`config.mk`:
```
export PLATFORM = sky130hd
export DESIGN_NAME = mux_4x_n_bit
export DESIGN_NICKNAME = d
export VERILOG_FILES = /design/src/rtl/mux_4x_n_bit.sv
export SDC_FILE = /design/constraint.sdc
export NUM_CORES = 1
export LEC_CHECK = 0
export ABC_AREA = 1
export BUFFER_PORTS_ARGS = -buffer_cell sky130_fd_sc_hd__buf_2
export CAP_MARGIN = 10
export CORE_MARGIN = 3
export CORE_UTILIZATION = 34
export CTS_CLUSTER_SIZE = 8
export DETAILED_ROUTE_END_ITERATION = 10
export PLACE_DENSITY = 0.73
export SLEW_MARGIN = 5
export SYNTH_ARGS = -nofsm -noshare
export SYNTH_HDL_FRONTEND = slang
export SYNTH_SLANG_ARGS = --single-unit
```
`constraint.sdc`:
```
create_clock -name clk -period 0.8 [get_ports clk]
set_input_delay 0.16 -clock clk [delete_from_list [all_inputs] [get_ports clk]]
set_output_delay 0.16 -clock clk [all_outputs]
set_load 0.01 [all_outputs]
```
`src/rtl/mux_4x_n_bit.sv`:
```
// rtl/mux_4x_n_bit.sv - 4-to-1 N-bit multiplexer with registered output and valid qualifier
module mux_4x_n_bit #(
    parameter int BUS_WIDTH = 8
) (
    input  logic                 clk,
    input  logic                 rst_n,
    input  logic [BUS_WIDTH-1:0] a,
    input  logic [BUS_WIDTH-1:0] b,
    input  logic [BUS_WIDTH-1:0] c,
    input  logic [BUS_WIDTH-1:0] d,
    input  logic [1:0]           sel,
    input  logic                 valid_in,
    output logic [BUS_WIDTH-1:0] y,
    output logic                 valid_out
);

    logic [BUS_WIDTH-1:0] sel_data;

    always_comb begin
        sel_data = a;
        case (sel)
            2'd0: sel_data = a;
            2'd1: sel_data = b;
            2'd2: sel_data = c;
            2'd3: sel_data = d;
            default: sel_data = a;
        endcase
    end

    // y only moves on a qualified transfer; valid_out tracks valid_in every edge
    always_ff @(posedge clk) begin
        if (!rst_n) begin
            y         <= '0;
            valid_out <= 1'b0;
        end else begin
            valid_out <= valid_in;
            if (valid_in) begin
                y <= sel_data;
            end
        end
    end

endmodule

```
==> key figures, run 1 <==
Worst setup path
  • CP max-delay cell: dfxtp_2
  • CP max FO: 2
  • CP cell instances: buf_6
  • Critical path class: reg -> out
  • Worst Path Arrival: slightly above 0.7 ns
  • CP peak stage delay: approximately 0.33 ns
  • Worst Path Buf+Inv: 1
  • Worst setup EP type: output port
  • CP top delay family: flip-flops
  • Critical Path Start Type: register
  • WP data required: roughly 0.64 ns

Synth
  • Top post-synthesis cells by area: dfxtp_1 (31%), nand3_1 (16%), nand2_1 (15%)
  • Top-count cell post-synth: nand2_1
  • Synth async-reset ratio: 0%
  • Post-synthesis net count: 130
  • Post-synth top flop: dfxtp_1
  • Seq/Total Area, Yosys: 30.64%
  • Area leader, netlist: dfxtp_1
  • Number of synthesized flops with an enable pin: 0
  • Top-area cell type share of the netlist area: between 30 and 40%
  • Synthesized instance count: between 90 and 100
  • Post-synthesis register bit count: 9
  • Syn Std Cell Area: approximately 600 um2
  • Post-synthesis cell type count: 10
  • Mean area per synthesized cell: between 6 and 7 um2
  • Synth warn: 0
  • Synth cell count leaders: nand2_1 (23), nand3_1 (19), a21oi_1 (16), inv_1 (13), dfxtp_1 (9)

Die
  • Horiz. Die Dim: between 40 and 50 um
  • Initial cell density of the core: 37.72%
  • IO Pins: 46
  • Num rows: 14
  • DIE AREA: roughly 2300 um2
  • Placeable Area: roughly 1600 um2
  • Die Ht: approximately 48 um

Drt
  • Vias per inst: 4.813
  • Via count: 770
  • Drt pass-1 iters: 3
  • Routed Antenna Nets: 0
  • DR DRC count: 0
  • Initial DRC count: 11
  • WL/cell: approximately 11 um
  • Final WL: about 1.7 mm

Clock network
  • CTS tree: yes
  • Hold_buf cts: 0
  • Sink Count: 9
  • CTS Buf Count: 3
  • Root Driver: clkbuf_4
  • CTS Buffer Depth: 2
  • Worst-Skew Late Latency: between 0.2 and 0.3 ns
  • Clock slew at reported path FFs: around 0.06 ns
  • H-tree depth: 1

Pwr
  • Pleak: slightly above 0.5 nW
  • Max VDD drop: approximately 1.1 mV
  • PwrDens: around 1300 nW/um2

STA
  • Least-Margin Pin Slew: between 0.2 and 0.25 ns
  • Worst Skew: 0 ns
  • Max-slew violations: 0
  • Hold Fails Final Rpt: 0
  • Setup ws final: -0.06606 ns
  • Max Fclk: between 1000 and 1500 MHz
  • RSZ-0062 raised after global routing: true
  • Tmin final: a little under 0.9 ns
  • Endpoints failing setup: 9
  • Slew headroom: 83.56%
  • Fin crit share: 108.3%

Cells and area
  • Final std cells w/o fill: 160
  • Diodes inserted: 0
  • Final core occ: roughly three fifths
  • Share of layout cells above drive strength 1: 43.75%
  • Fillers: 149
  • Layout area overhead: 63.19%
  • Layout Nets: 182

Min path
  • HP Class: in -> reg

Global route
  • Vias in the first global route: between 600 and 700
  • Grt total ovfl: 0
  • Initial antenna violation count: 0
  • Tot GR Track Use: ~15%
  • Pin count of the biggest net entering global routing: 17
  • First-pass GRT wire length: 2.380 mm

Placement
  • Buffers on Ports: 45
  • Gpl congestion: 0.7331
  • Post-DP HPWL: ~1.3 mm
  • Dpl cells: approximately 160

Flow run
  • Max_cap viols: 0

Run status
  • Status: finished with violations
  • Failing checks: negative setup slack
==> per-layer routing <==
metal	global-route usage [%]	share of wire [%]	up-vias
met4	3.226	0	0
met1	17.75	43	324
li1	-	-	409
met3	5.639	9.6	0
met5	0	0	-
met2	25.94	48	37
==> area by class of cell <==
class / instances / area [um2] / share of cell area (%)
timing repair buffer: 50 / 337.8 / 35.20
clock buffer: 4 / 26.28 / 2.738
inverter: 14 / 52.55 / 5.476
multi-input combinational: 67 / 332.8 / 34.68
sequential: 9 / 190.2 / 19.82
tap: 16 / 20.02 / 2.086
==> layout by cell type (no fill, tap or decap) <==
cell	n
buf_2	37
nand2_1	23
nand3_1	19
a21oi_1	16
inv_1	12
o21bai_1	8
buf_6	8
dfxtp_2	8
clkbuf_4	3
buf_4	3
buf_12	2
inv_2	1
nor2_4	1
clkinv_1	1
clkbuf_1	1
dfxtp_1	1
==> per-stage QoR <==
stage	instance area (um2)	setup slack, ns	hold slack, ns	TNS (ns)	power (W)
after floorplan	588.1	0.04232	0.2535	0	0.0006666
final	959.7	-0.06606	0.09388	-0.4824	0.001221
after global routing	959.7	-0.09541	0.09950	-0.7399	0.001309
after CTS	954.7	-0.07708	0.08026	-0.5771	0.001238
after detailed placement	868.3	-0.1925	0.3612	-1.314	0.0008365
after global placement	868.3	-0.1480	0.3520	-1.036	0.0008320
==> path summary, 6_finish.rpt <==
kind / from / to / slack [ns] / cells after the start
min reg2reg: y[5] / y[5] / 0.47 / 2
min: valid_in / valid_out / 0.09 / 3
max: y[0] / y[0] / -0.07 / 1
max reg2reg: y[4] / y[4] / 0.21 / 2
==> flip-flops by register name, indices dropped and copies added, names as in the netlist <==
signal and flops:
valid_out 1, y 8
==> tightest hold or removal path: stages <==
cell and delay (ns):
buf_2 0.08, nand2_1 0.04, inv_1 0.04
==> where the power goes <==
part	switching, W	internal (W)	total, W	leakage (nW)
Clock	0.000158	0.000192	0.000350	0.0150
Sequential	0.0000195	0.000483	0.000503	0.0772
Combinational	0.000166	0.000202	0.000368	0.424
==> kinds of logic (layout without fill, tap and decap cells) <==
group	after synthesis	count (layout)	synth area share (%)
compound gates	24	24	23.83
buf+inv	17	68	13.62
simple gates	43	43	31.91
flops	9	9	30.64
==> timing repair <==
item,in CTS,in global routing
resized for setup,16,2
endpoints found under the setup margin,9,13
setup buffers,0,0
pin swaps,0,0
No activity file was read; power rests on OpenSTA's default activity.
==> inputs of run 2 (changes only) <==
--- a/config.mk
+++ b/config.mk
@@ -12,8 +12,9 @@
 export CORE_UTILIZATION = 34
 export CTS_CLUSTER_SIZE = 8
 export DETAILED_ROUTE_END_ITERATION = 10
+export GPL_TIMING_DRIVEN = 0
 export PLACE_DENSITY = 0.73
-export SLEW_MARGIN = 5
+export SLEW_MARGIN = 0
 export SYNTH_ARGS = -nofsm -noshare
 export SYNTH_HDL_FRONTEND = slang
 export SYNTH_SLANG_ARGS = --single-unit
==> constraint.sdc (replaced) <==
create_clock -name clk -period 0.8 [get_ports clk]
set_input_delay 0.16 -clock clk [delete_from_list [all_inputs] [get_ports clk]]
set_output_delay 0.16 -clock clk [all_outputs]
set_load 0.05 [all_outputs]
==> run 2 against run 1 <==
Combinational power increased by 29%. Via count increased by 2.6%. The flow still finishes with violations (negative setup slack). Register-to-register slack got worse by 0.21 ns. First-iteration DRC count increased by 55%. Cell count unchanged. Utilization increased by 1.1 points. Total power increased by 8.7%.
==> key figures, run 2 (synthesized netlist as in run 1, its figures left out) <==
Run status
  • Status: finished with violations
  • Failing checks: negative setup slack

Min path
  • HP Class: in -> reg
  • Hold path depth: 3

Clock network
  • CTS Buf Count: 3
  • Worst-Skew Late Latency: approximately 0.26 ns
  • Clock slew at reported path FFs: approximately 0.060 ns
  • Hold_buf cts: 0
  • CTS Buffer Depth: 2
  • H-tree depth: 1
  • Root Driver: clkbuf_4
  • CTS tree: yes
  • Sink Count: 9

Cells and area
  • Layout Nets: between 150 and 200
  • Biggest regs: y (8), valid_out (1)
  • Commonest non-fill, non-tap cell in the layout: buf_2
  • Max FFs per register: 8
  • Share of layout cells above drive strength 1: between 40% and 50%
  • Layout area overhead: 66.17%
  • Final core occ: a little over three fifths
  • Largest register by flop count: y
  • Diodes inserted: 0
  • Fillers: 150
  • Most frequent cells in the layout: buf_2 (36), nand2_1 (22), nand3_1 (19)

Drt
  • DR DRC count: 0
  • WL/cell: about 11 um
  • Routed Antenna Nets: 0
  • Initial DRC count: 17
  • Final WL: ~1.8 mm
  • Drt pass-1 iters: 4
  • Vias per inst: 4.938
  • Via count: between 700 and 800

STA
  • Least-Margin Pin Slew: about 0.34 ns
  • RSZ-0062 raised after global routing: true
  • Slew headroom: between 70% and 80%
  • Endpoints failing setup: 10
  • Hold Fails Final Rpt: 0
  • Worst Skew: 0 ns
  • Fin crit share: 114.3%
  • Setup ws final: -0.1147 ns
  • Fin Hold WS: about 0.095 ns
  • Max-slew violations: 0
  • Tmin final: between 0.9 and 1 ns
  • Max Fclk: ~1100 MHz

Die
  • Horiz. Die Dim: ~48 um
  • Die Ht: roughly 48 um
  • DIE AREA: 2265 um2
  • Initial cell density of the core: 37.72%
  • IO Pins: 46
  • Placeable Area: 1559 um2
  • Num rows: 14

Placement
  • Post-DP HPWL: around 1.4 mm
  • Buffers on Ports: 45
  • Gpl congestion: about 0.74
  • Post-Place Setup Slack: -0.2308 ns

Global route
  • Initial antenna violation count: 0
  • First-pass GRT wire length: approximately 2.5 mm
  • Vias in the first global route: 660
  • Pin count of the biggest net entering global routing: 11
  • Grt total ovfl: 0
  • Tot GR Track Use: ~16%

Worst setup path
  • CP max FO: 2
  • Critical path class: reg -> out
  • Worst Path Arrival: 0.75 ns
  • CP cell instances: buf_8
  • CP top delay family: flip-flops
  • WP data required: roughly 0.64 ns
  • R2R depth: 4
  • CP max-delay cell: dfxtp_2
  • CP peak stage delay: about 0.35 ns
  • Worst setup EP type: output port
  • Critical Path Start Type: register
  • Critical path depth: 1
  • Worst Path Buf+Inv: 1

Pwr
  • Pleak: roughly 0.52 nW
  • Max VDD drop: 0.8887 mV
  • PwrDens: 1358 nW/um2

Flow run
  • Max_cap viols: 0
run 2: through the flow:
step           setup TNS, ns  total power [W]  cell area [um2]  std cells
2_1_floorplan              0        0.0007603            598.1         93
3_3_place_gp          -1.363        0.0009053            843.3        154
3_5_place_dp          -1.477        0.0009111            843.3        154
4_1_cts              -0.9705         0.001312            945.9        159
5_1_grt               -1.138         0.001396            977.2        160
6_report             -0.9509         0.001327            977.2        160
run 2: worst paths after layout:
path / startpoint / end / slack (ns)
setup / recovery: y[3] / y[3] / -0.11
setup reg to reg: y[5] / y[5] / 0
hold reg to reg: y[6] / y[6] / 0.48
hold / removal: rst_n / valid_out / 0.09
run 2: cell type report:
cell class / count / area (um2) / share of cell area [%]
multi-input combinational: 67 / 334.1 / 34.19
buffer: 3 / 30.03 / 3.073
clock buffer: 4 / 26.28 / 2.689
timing repair buffer: 47 / 322.8 / 33.03
tap: 16 / 20.02 / 2.049
inverter: 14 / 52.55 / 5.378
sequential: 9 / 191.4 / 19.59
run 2: repair_timing:
action	CTS	global route
resized for setup	22	8
buffers inserted	1	1
endpoints found under the setup margin	9	13
pin swaps	0	1
run 2: layer usage:
layer	vias to the layer above	GRT usage (%)	routed length, um	share of wire, %
met5	-	0	0	0
met3	3	6.767	187	11
met2	42	27.01	836	47
met4	0	3.226	6	0.34
li1	410	-	-	-
met1	335	17.90	735	42
run 2: where the power goes:
part	switching [W]	internal (W)
clock	0.000154	0.000192
sequential	0.0000244	0.000484
combinational	0.000256	0.000216
